`src/rtl/rr_encoder_8to3.sv`:
```
// Purpose : sticky 8-bit request collector granting one 3-bit index at a time, round-robin
//           (fixed lowest-index priority when RR_ENCODER_FIXED_PRIO_EN is defined).
// Latency : request captured at edge N, earliest grant visible after edge N+1; back-to-back
//           grants every cycle while out_ready stays high.
// Backpressure: out_valid/out_index hold until out_ready; requests keep accumulating meanwhile.
module rr_encoder_8to3 (
    input  logic       clock,
    input  logic       ctrl_reset,
    input  logic       Enable,
    input  logic [7:0] req_in,
    input  logic       out_ready,
    output logic       out_valid,
    output logic [2:0] out_index,
    output logic [7:0] pending,
    output logic       busy
);

    typedef enum logic {
        IDLE = 1'b0,
        HOLD = 1'b1
    } state_t;

    state_t     state;
    logic       handshake;
    logic [7:0] ack_mask;
    logic [7:0] cand;
    logic       cand_any;
    logic [7:0] pending_next;
    logic [2:0] sel;

    assign handshake    = (state == HOLD) && out_ready;
    assign ack_mask     = handshake ? (8'b1 << out_index) : 8'h00;
    assign pending_next = (pending & ~ack_mask) | (Enable ? req_in : 8'h00);
    assign busy         = (|pending) | out_valid;

    // Bits captured at this edge are not yet in pending, so they can never be selected now.
    always_comb begin
        cand = 8'h00;
        case (state)
            IDLE:    cand = pending;
            HOLD:    cand = out_ready ? (pending & ~ack_mask) : 8'h00;
            default: cand = 8'h00;
        endcase
    end

    assign cand_any = |cand;

`ifdef RR_ENCODER_FIXED_PRIO_EN
    always_comb begin
        sel = 3'd0;
        for (int i = 7; i >= 0; i--) begin
            if (cand[i]) sel = 3'(i);
        end
    end
`else
    logic [2:0]  ptr;
    logic [15:0] cand_dbl;
    logic [7:0]  cand_rot;
    logic [2:0]  sel_off;

    // Rotate so that bit 0 of cand_rot is request ptr; the lowest set bit is then the winner.
    assign cand_dbl = {cand, cand} >> ptr;
    assign cand_rot = cand_dbl[7:0];

    always_comb begin
        sel_off = 3'd0;
        for (int i = 7; i >= 0; i--) begin
            if (cand_rot[i]) sel_off = 3'(i);
        end
    end

    assign sel = ptr + sel_off;

    always_ff @(posedge clock or negedge ctrl_reset) begin
        if (!ctrl_reset) begin
            ptr <= 3'd0;
        end else if (handshake) begin
            ptr <= out_index + 3'd1;
        end
    end
`endif

    always_ff @(posedge clock or negedge ctrl_reset) begin
        if (!ctrl_reset) begin
            state     <= IDLE;
            out_valid <= 1'b0;
            out_index <= 3'd0;
            pending   <= 8'h00;
        end else begin
            pending <= pending_next;
            case (state)
                IDLE: begin
                    if (cand_any) begin
                        out_index <= sel;
                        out_valid <= 1'b1;
                        state     <= HOLD;
                    end
                end
                HOLD: begin
                    if (out_ready) begin
                        if (cand_any) begin
                            out_index <= sel;
                        end else begin
                            out_valid <= 1'b0;
                            state     <= IDLE;
                        end
                    end
                end
                default: begin
                    out_valid <= 1'b0;
                    state     <= IDLE;
                end
            endcase
        end
    end

endmodule

```
`config.mk`:
```
export PLATFORM = sky130hd
export DESIGN_NAME = rr_encoder_8to3
export DESIGN_NICKNAME = d
export VERILOG_FILES = /design/src/rtl/rr_encoder_8to3.sv
export SDC_FILE = /design/constraint.sdc
export NUM_CORES = 1
export LEC_CHECK = 0
export ABC_AREA = 1
export CAP_MARGIN = 20
export CORE_ASPECT_RATIO = 0.8
export CORE_UTILIZATION = 53
export CTS_CLUSTER_SIZE = 8
export DETAILED_ROUTE_END_ITERATION = 8
export PLACE_DENSITY = 0.82
export SYNTH_ARGS = -nofsm -noshare
export SYNTH_HDL_FRONTEND = slang
export SYNTH_SLANG_ARGS = --single-unit
```
`constraint.sdc`:
```
create_clock -name clock -period 3.09 [get_ports clock]
set_input_delay 0.618 -clock clock [delete_from_list [all_inputs] [get_ports clock]]
set_output_delay 0.618 -clock clock [all_outputs]
set_load 0.1 [all_outputs]
```
# == Word-level counts from Yosys, hierarchy flattened ==
# Index checks and enable logic that the tools add are counted.
# op_classes
add_sub_neg,2
eq_ne,3
shift,2
n_mux,22
n_bitwise,5
n_reduce_logical,4
# ops
op,n
two-way mux 3 bit,10
two-way mux 8 bit,3
one-hot mux 8 bit (2 select lines),1
OR reduction 8 bit,2
right shift 16 x 3 -> 8 bit,1
bitwise AND 8 bit,1
inverter 8 bit,1
OR 8 bit,1
"left shift 1 x 3 -> 8 bit, first input constant",1
"inequality test 2 bit, second input constant",3
one-hot mux 3 bit (2 select lines),1
two-way mux 1 bit,5
one-hot mux 1 bit (2 select lines),2
"adder 3 x 1 -> 3 bit, second input constant",1
adder 3 bit,1
AND reduction 3 bit,1
logical AND 1 bit,1
inverter 1 bit,1
OR 1 bit,1
# word_totals
ff_bits,16
out_inout_bits,13
elab_cells,43

# == Logic depth before layout (Yosys ltp) ==
# Gate-level depths: netlist (run 1).
# logic_depth
word_depth,19
depth_mapped,23

# == Least setup slack after synthesis (run 1) ==
# No wires, ideal clock.
# synth_timing
kind,register -> register
start,register out_index[2]
end,register out_index[2]
setup_ns,0.118
arrival_ns,3.340
required_time_ns,2.972
slack_ns,-0.368
path_stages_with_launch,23
n_path_buf,1
synth_period_minus_slack_ns,3.458
path_cell_list,dfrtp_1 > buf_4 > inv_2 > ha_1 > a21oi_4 > nand3_1 > nand3_1 > nand3_1 > nand2_1 > nand2_1 > nand2_1 > nand2_1 > nand2_1 > nand2_1 > a21oi_1 > ha_1 > inv_1 > fa_1 > xor2_1 > inv_1 > nand3_1 > nand3_1 > nand2_1
# synth_between
elab_chain_len,19
elab_cells_between_ends,20
classes_between,1 x add/sub; 2 x shift; 14 x mux; 2 x bitwise; 1 x reduce/logical
# synth_lines
element,line,text
start: declaration,13,"output logic [2:0] out_index,"
start signal: assignment,94,out_index <= sel;
start signal: assignment,102,out_index <= sel;
left shift 1 x 3 -> 8 bit,32,assign ack_mask = handshake ? (8'b1 << out_index) : 8'h00;
two-way mux 8 bit,32,
inverter 8 bit,41,HOLD: cand = out_ready ? (pending & ~ack_mask) : 8'h00;
bitwise AND 8 bit,41,
two-way mux 8 bit,41,
one-hot mux 8 bit (2 select lines),39,case (state)
right shift 16 x 3 -> 8 bit,62,"assign cand_dbl = {cand, cand} >> ptr;"
two-way mux 3 bit (8 in a row),68,if (cand_rot[i]) sel_off = 3'(i);
adder 3 bit,72,assign sel = ptr + sel_off;
two-way mux 3 bit *,"93, 101",
two-way mux 3 bit,100,if (out_ready) begin
one-hot mux 3 bit (2 select lines) *,91,case (state)
# Mark *: on every way between the ends. The rest lies on a longest branch, timed or not. The select of a mux whose other input is x is not followed.
# A chain may end at the register's enable or synchronous reset.

# == Final worst setup path (run 1) ==
# layout_timing
start,register out_index[0]
end,register out_index[2]
# layout_between
elab_chain_len,19
elab_cells_between_ends,20
classes_between,1 x add/sub; 2 x shift; 14 x mux; 2 x bitwise; 1 x reduce/logical
# layout_lines
element,line
left shift 1 x 3 -> 8 bit *,32
two-way mux 8 bit *,32
inverter 8 bit *,41
bitwise AND 8 bit *,41
two-way mux 8 bit *,41
one-hot mux 8 bit (2 select lines) *,39
right shift 16 x 3 -> 8 bit,62
two-way mux 3 bit (8 in a row),68
adder 3 bit,72
two-way mux 3 bit *,"93, 101"
two-way mux 3 bit,100
one-hot mux 3 bit (2 select lines) *,91
# Marked as above.

==> impl_metrics.csv, run 1 <==
group,metric,value,unit
floorplan,dieArea,3050,um^2
floorplan,core.rowCount,16,
placement,placement.io_buffers,24,
sta,finalCritPeriodShare,93.3,%
sta,max_clock_freq,0.347,GHz
clocking,tritoncts_clock_tree,"built",
global_route,grt_pass1_wl,6570,um
worst_setup_path,rr_startpoint,"out_index[0]",
worst_setup_path,critical_path_peak_fanout,5,
cells_and_area,finish.net_count,264,
cells_and_area,area_growth,34.6,%
sta,final_hold_viol_count,0,
clocking,max-clock-path-buffers,2,
sta,maxSlewHeadroom,50.6,%
cells_and_area,fillerInstances,191,
worst_setup_path,worst_setup_path_end_kind,"register",
hold_path,worst_hold_class,"register to register",
sta,final.setup_skew,15.7,ps
logic_synthesis,synth_nets,218,
clocking,cts_buffers,3,
detailed_routing,ant_nets,0,
sta,worst_slew_pin_slew,739,ps
detailed_routing,detail_routed_net_length_per_standard_cell,15.7,um
cells_and_area,seq_area,408,um^2
logic_synthesis,yosys_most_used_dff,"sky130_fd_sc_hd__dfrtp_1",
hold_path,hold_path_startpoint,"out_index[1]",
worst_setup_path,cp-start-kind,"register",
logic_synthesis,synth_seq_area_share,26.7,%
detailed_routing,num_vias,1658,
logic_synthesis,synth.yosys.warnings,0,
placement,placed_area,1840,um^2
cells_and_area,final_design_area_no_fill,2020,um^2
detailed_routing,routed_wirelength,4370,um
flow_run,cap_viol_max_count,0,
floorplan,ioPinCount,25,
clocking,ctsHtreeMaxLevel,1,
clocking,cts.reportedPaths.clkPinSlew,90,ps
cells_and_area,multiInputGateArea,1080,um^2
logic_synthesis,synth_enable_flop_cells,0,
logic_synthesis,syn-instance-count,198,
clocking,worstSkewPairLatency,300,ps
global_route,first_global_vias,1438,
global_route,grt_util_all_layers,28.5,%
worst_setup_path,critical_path.startpoint,"out_index[0]",
detailed_routing,drt_drc_violations_left,0,
sta,finalWorstPathRequiredPeriod,2880,ps
detailed_routing,drt_first_pass_iters,4,
logic_synthesis,netlist_area,1500,um^2
worst_setup_path,critPathArrivalTime,3060,ps
logic_synthesis,syn_area_per_cell,7.58,um^2
outcome,run_status,"finished, final reports clean",
placement,finalWeightedCongestion,0.890,
worst_setup_path,worst-endpoint-required,3270,ps
sta,final-setup-viol-count,0,
logic_synthesis,synth-seq-cells,16,
floorplan,die_w,61.5,um
global_route,antenna_violations_before_repair,0,
worst_setup_path,worstSetupPathType,"register to register",
clocking,clock_sink_count,16,
sta,slew_viol_final,0,
placement,dp_hpwl,3060,um
global_route,global_route.overflow_total,0,
clocking,cts.root.buffer_cell,"sky130_fd_sc_hd__clkbuf_4",
logic_synthesis,yosysUniqueCellTypes,35,
floorplan,initial_utilization,58.6,%
detailed_routing,dr_vias_cell,5.94,
global_route,grt_max_degree,19,
logic_synthesis,postSynth.asyncResetShare,100,%
floorplan,core,2560,um^2
detailed_routing,first_drt_iteration_drcs,244,
floorplan,chipHeight,49.6,um
cells_and_area,post_route_cells_drive_above_1_share,39.5,%
cells_and_area,ant_cells,0,
[worst paths after layout]
check / end / slack (ps) / depth (start not counted)
worst max-delay path: out_index[2] / 210 / 22
worst min-delay path: out_index[1] / 570 / 2
worst max register to register: out_index[2] / 210 / 22
worst min register to register: out_index[1] / 570 / 2
max in group asynchronous: out_index[2] / 1780 / 1
min in group asynchronous: pending[6] / 750 / 1
[cell type report]
class / instances / area share (%)
multi-input combinational: 159 / 53.4
sequential: 16 / 20.2
timing repair buffer: 48 / 19.3
inverter: 16 / 3.10
tap: 36 / 2.23
clock buffer: 4 / 1.80
[critical path, cell delays in order, from the launching register on]
cell                      delay [ps]
sky130_fd_sc_hd__dfrtp_2         450
sky130_fd_sc_hd__inv_1           150
sky130_fd_sc_hd__ha_2            290
sky130_fd_sc_hd__nand3_2         120
sky130_fd_sc_hd__nand4_1         130
sky130_fd_sc_hd__nand2_1          80
sky130_fd_sc_hd__nand2_2          80
sky130_fd_sc_hd__nand3_1          80
sky130_fd_sc_hd__nand2_1          70
sky130_fd_sc_hd__nand2_1          50
sky130_fd_sc_hd__nand2_1          50
sky130_fd_sc_hd__nand2_1          50
sky130_fd_sc_hd__nand2_1          50
sky130_fd_sc_hd__nand2_1          60
sky130_fd_sc_hd__a21oi_2         110
sky130_fd_sc_hd__ha_1            150
sky130_fd_sc_hd__inv_1            50
sky130_fd_sc_hd__fa_2            350
sky130_fd_sc_hd__xor2_2          160
sky130_fd_sc_hd__inv_1            50
sky130_fd_sc_hd__nand3_1          70
sky130_fd_sc_hd__nand3_1          80
sky130_fd_sc_hd__nand2_1          60
[sequential cells by signal (all words and copies together) (netlist names)]
signal,count
pending,8
ptr,3
state,1
out_valid,1
out_index,3
[cell usage in the layout (no fill, tap or decap), types with 5 or more instances in the layout]
master,synthesis,layout
sky130_fd_sc_hd__a22o_1,6,6
sky130_fd_sc_hd__buf_4,4,37
sky130_fd_sc_hd__clkdlybuf4s50_1,0,10
sky130_fd_sc_hd__dfrtp_1,16,12
sky130_fd_sc_hd__inv_1,11,10
sky130_fd_sc_hd__nand2_1,52,50
sky130_fd_sc_hd__nand2_2,10,12
sky130_fd_sc_hd__nand3_1,33,29
sky130_fd_sc_hd__nand3_2,13,17
sky130_fd_sc_hd__nand4_1,10,10
sky130_fd_sc_hd__o21ai_0,5,5
[metrics by stage]
step | worst slack, ps | hold WS, ps | utilization, % | cells | TNS (ps)
final | 208 | 572 | 78.9 | 279 | 0
after global routing | -29.8 | 617 | 78.9 | 279 | -29.8
after CTS | 47.3 | 572 | 73.2 | 273 | 0
after detailed placement | -253 | 548 | 71.8 | 269 | -300
after global placement | -192 | 523 | 71.8 | 269 | -206
after floorplan | 29.5 | 322 | - | 198 | 0
[timing repair]
item,in CTS,in global routing
setup endpoints to repair,0,2
setup buffers,0,5
hold buffers,0,0
gates resized for setup,0,22
[layer usage]
| layer | part of all wire [%] | vias to the layer above | global-route usage (%) |
|---|---|---|---|
| li1 | - | 776 | - |
| met1 | 43 | 770 | 42.0 |
| met2 | 46 | 93 | 43.0 |
| met3 | 9.1 | 19 | 6.56 |
| met4 | 2.1 | 0 | 4.07 |
| met5 | 0 | - | 0 |
[kinds of logic (layout without fill, tap and decap cells)]
kind of cell / Yosys count / count (layout) / synth area share, %
buffers and inverters: 24 / 68 / 8.42
adders and majority gates: 8 / 8 / 7.17
and+or+nand+nor: 130 / 131 / 47.5
xor gates and xnor gates: 1 / 1 / 0.583
DFF: 16 / 16 / 26.7
AOI/OAI and AO/OA: 19 / 19 / 9.67
[cells in the mapped netlist, types with 2 or more instances]
cell | count | area, um^2
sky130_fd_sc_hd__nor2_1 | 2 | 7.51
sky130_fd_sc_hd__buf_4 | 4 | 30.0
sky130_fd_sc_hd__o21ai_0 | 5 | 25.0
sky130_fd_sc_hd__a22o_1 | 6 | 52.6
sky130_fd_sc_hd__nand2_4 | 2 | 22.5
sky130_fd_sc_hd__nand3_1 | 33 | 165
sky130_fd_sc_hd__ha_1 | 7 | 87.6
sky130_fd_sc_hd__nand4_1 | 10 | 62.6
sky130_fd_sc_hd__inv_2 | 2 | 7.51
sky130_fd_sc_hd__dfrtp_1 | 16 | 400
sky130_fd_sc_hd__clkinv_1 | 2 | 7.51
sky130_fd_sc_hd__nand2_1 | 52 | 195
sky130_fd_sc_hd__a21oi_1 | 3 | 15.0
sky130_fd_sc_hd__nand2_2 | 10 | 62.6
sky130_fd_sc_hd__nor4_1 | 2 | 12.5
sky130_fd_sc_hd__nand3_2 | 13 | 130
sky130_fd_sc_hd__inv_1 | 11 | 41.3
Power of run 1 is not shown: default switching activity piles up to over one toggle a cycle in this logic, so the estimate is an artifact.
==> inputs of run 2 (changes only) <==
- CORE_UTILIZATION: 53 -> 55
- CTS_CLUSTER_SIZE: 8 -> 24
- PLACE_DENSITY: 0.82 -> 0.84
- clock period: 3.09 -> 3.4 ns (I/O delays scaled with it)
==> impl_metrics.csv, run 2 (synthesis results as in run 1) <==
group,metric,value,unit
outcome,run_status,"finished, final reports clean",
floorplan,ioPinCount,25,
clocking,max-clock-path-buffers,2,
placement,placement.io_buffers,24,
cells_and_area,mostFrequentLayoutCells,"sky130_fd_sc_hd__nand2_1 (52), sky130_fd_sc_hd__nand3_1 (31), sky130_fd_sc_hd__buf_4 (20), sky130_fd_sc_hd__nand3_2 (15), sky130_fd_sc_hd__dfrtp_1 (15)",
clocking,post_cts_hold_buffer_count,0,
clocking,cts_buffers,3,
cells_and_area,registers_with_the_most_flip_flops,"pending (8), out_index (3), ptr (3)",
worst_setup_path,worst-endpoint-required,3590,ps
floorplan,chipHeight,48.7,um
placement,dp_hpwl,2880,um
detailed_routing,drt_first_pass_iters,5,
sta,worst_slew_pin_slew,723,ps
cells_and_area,layout.cells.most_common,"sky130_fd_sc_hd__nand2_1",
worst_setup_path,critical_path_peak_fanout,10,
clocking,cts.root.buffer_cell,"sky130_fd_sc_hd__clkbuf_4",
clocking,tritoncts_clock_tree,"built",
floorplan,initial_utilization,59.5,%
detailed_routing,drt_drc_violations_left,0,
worst_setup_path,reg2reg_slack,340,ps
clocking,clock_sink_count,16,
sta,total_negative_setup_slacks,0,ps
flow_run,cap_viol_max_count,0,
cells_and_area,area_growth,22.5,%
sta,finalCritPeriodShare,90.1,%
worst_setup_path,worst_setup_path_end_kind,"register",
global_route,grt_pass1_wl,6230,um
detailed_routing,ant_nets,0,
floorplan,dieArea,2940,um^2
clocking,ctsHtreeMaxLevel,1,
global_route,grt_max_degree,22,
cells_and_area,largest_register_ff_count,8,
hold_path,worst_hold_path.endpoint,"ptr[0]",
worst_setup_path,reg2reg_to,"out_index[2]",
global_route,global_route.overflow_total,0,
sta,final_hold_viol_count,0,
cells_and_area,layout.core_utilization,72.9,%
sta,final.setup_skew,16.5,ps
detailed_routing,num_vias,1585,
worst_setup_path,critPathArrivalTime,3250,ps
sta,maxSlewHeadroom,51.6,%
detailed_routing,first_drt_iteration_drcs,245,
detailed_routing,detail_routed_net_length_per_standard_cell,15.5,um
worst_setup_path,worstRegToRegCells,21,
floorplan,die_w,60.4,um
placement,finalWeightedCongestion,0.916,
sta,rsz0062_at_grt,"false",
floorplan,core.rowCount,16,
hold_path,min_delay_path_depth,1,
worst_setup_path,critical_path.startpoint,"out_index[2]",
global_route,first_global_vias,1409,
cells_and_area,regMostFlops,"pending",
global_route,antenna_violations_before_repair,0,
global_route,grt_util_all_layers,27.7,%
sta,max_clock_freq,0.326,GHz
worst_setup_path,cp-start-kind,"register",
floorplan,core,2520,um^2
sta,final.hold.worst_slack,579,ps
hold_path,worst_hold_class,"register to register",
sta,finalWorstPathRequiredPeriod,3060,ps
detailed_routing,dr_vias_cell,6.03,
detailed_routing,routed_wirelength,4080,um
sta,final-setup-viol-count,0,
cells_and_area,post_route_cells_drive_above_1_share,28.2,%
clocking,cts.reportedPaths.clkPinSlew,90,ps
worst_setup_path,rr_startpoint,"out_index[2]",
cells_and_area,ant_cells,0,
cells_and_area,fillerInstances,202,
hold_path,hold_path_startpoint,"out_index[0]",
clocking,worstSkewPairLatency,300,ps
sta,slew_viol_final,0,
worst_setup_path,worstSetupPathType,"register to register",
cells_and_area,finish.net_count,248,
run 2: final cells by class:
class,instances,area (um^2),share of cell area (%)
repair buffers,31,263,14.3
clock buffers,4,36.3,1.97
inverters,16,65.1,3.54
well taps,36,45.0,2.45
flip-flops and latches,16,402,21.8
multi-input cells,160,1030,55.9
run 2: per-layer routing:
layer / up-vias / wire length, um / share of wire (%) / GRT usage, %
li1: 747 / - / - / -
met1: 730 / 1800 / 44 / 40.8
met2: 93 / 1830 / 45 / 42.1
met3: 15 / 334 / 8.2 / 4.55
met4: 0 / 116 / 2.8 / 6.82
met5: - / 0 / 0 / 0
run 2: metrics by stage:
step	cell area (um^2)	std cells	worst slack (ps)
after floorplan	1500	198	58.5
after global placement	1740	257	10.9
after detailed placement	1740	257	-105
after CTS	1780	261	214
after global routing	1840	263	10.2
final	1840	263	335
run 2: what timing repair did:
item | CTS | global route
setup endpoints to repair | 0 | 1
buffers inserted | 0 | 0
gates resized for setup | 0 | 7
run 2: critical path, cell delays in order (launching register included):
cell and delay [ps]:
sky130_fd_sc_hd__dfrtp_2 520, sky130_fd_sc_hd__inv_2 140, sky130_fd_sc_hd__ha_1 250, sky130_fd_sc_hd__a21oi_4 190
sky130_fd_sc_hd__nand3_1 130, sky130_fd_sc_hd__nand3_1 130, sky130_fd_sc_hd__nand3_1 90, sky130_fd_sc_hd__nand2_1 100
sky130_fd_sc_hd__nand2_1 60, sky130_fd_sc_hd__nand2_1 50, sky130_fd_sc_hd__nand2_1 40, sky130_fd_sc_hd__nand2_1 50
sky130_fd_sc_hd__nand2_1 60, sky130_fd_sc_hd__a21oi_2 120, sky130_fd_sc_hd__ha_1 140, sky130_fd_sc_hd__inv_1 50
sky130_fd_sc_hd__fa_1 370, sky130_fd_sc_hd__xor2_1 160, sky130_fd_sc_hd__inv_1 70, sky130_fd_sc_hd__nand3_1 70
sky130_fd_sc_hd__nand3_1 80, sky130_fd_sc_hd__nand2_1 50
run 2: worst max path at each step:
stage                              end  slack (ps)  depth (start not counted)
after floorplan           out_index[2]          60                         23
after global placement    out_index[2]          10                         23
after detailed placement  out_index[2]        -110                         23
after CTS                 out_index[2]         210                         23
after global routing      out_index[2]          10                         21
final                     out_index[2]         340                         21
Power of run 2 is left out for the same reason.
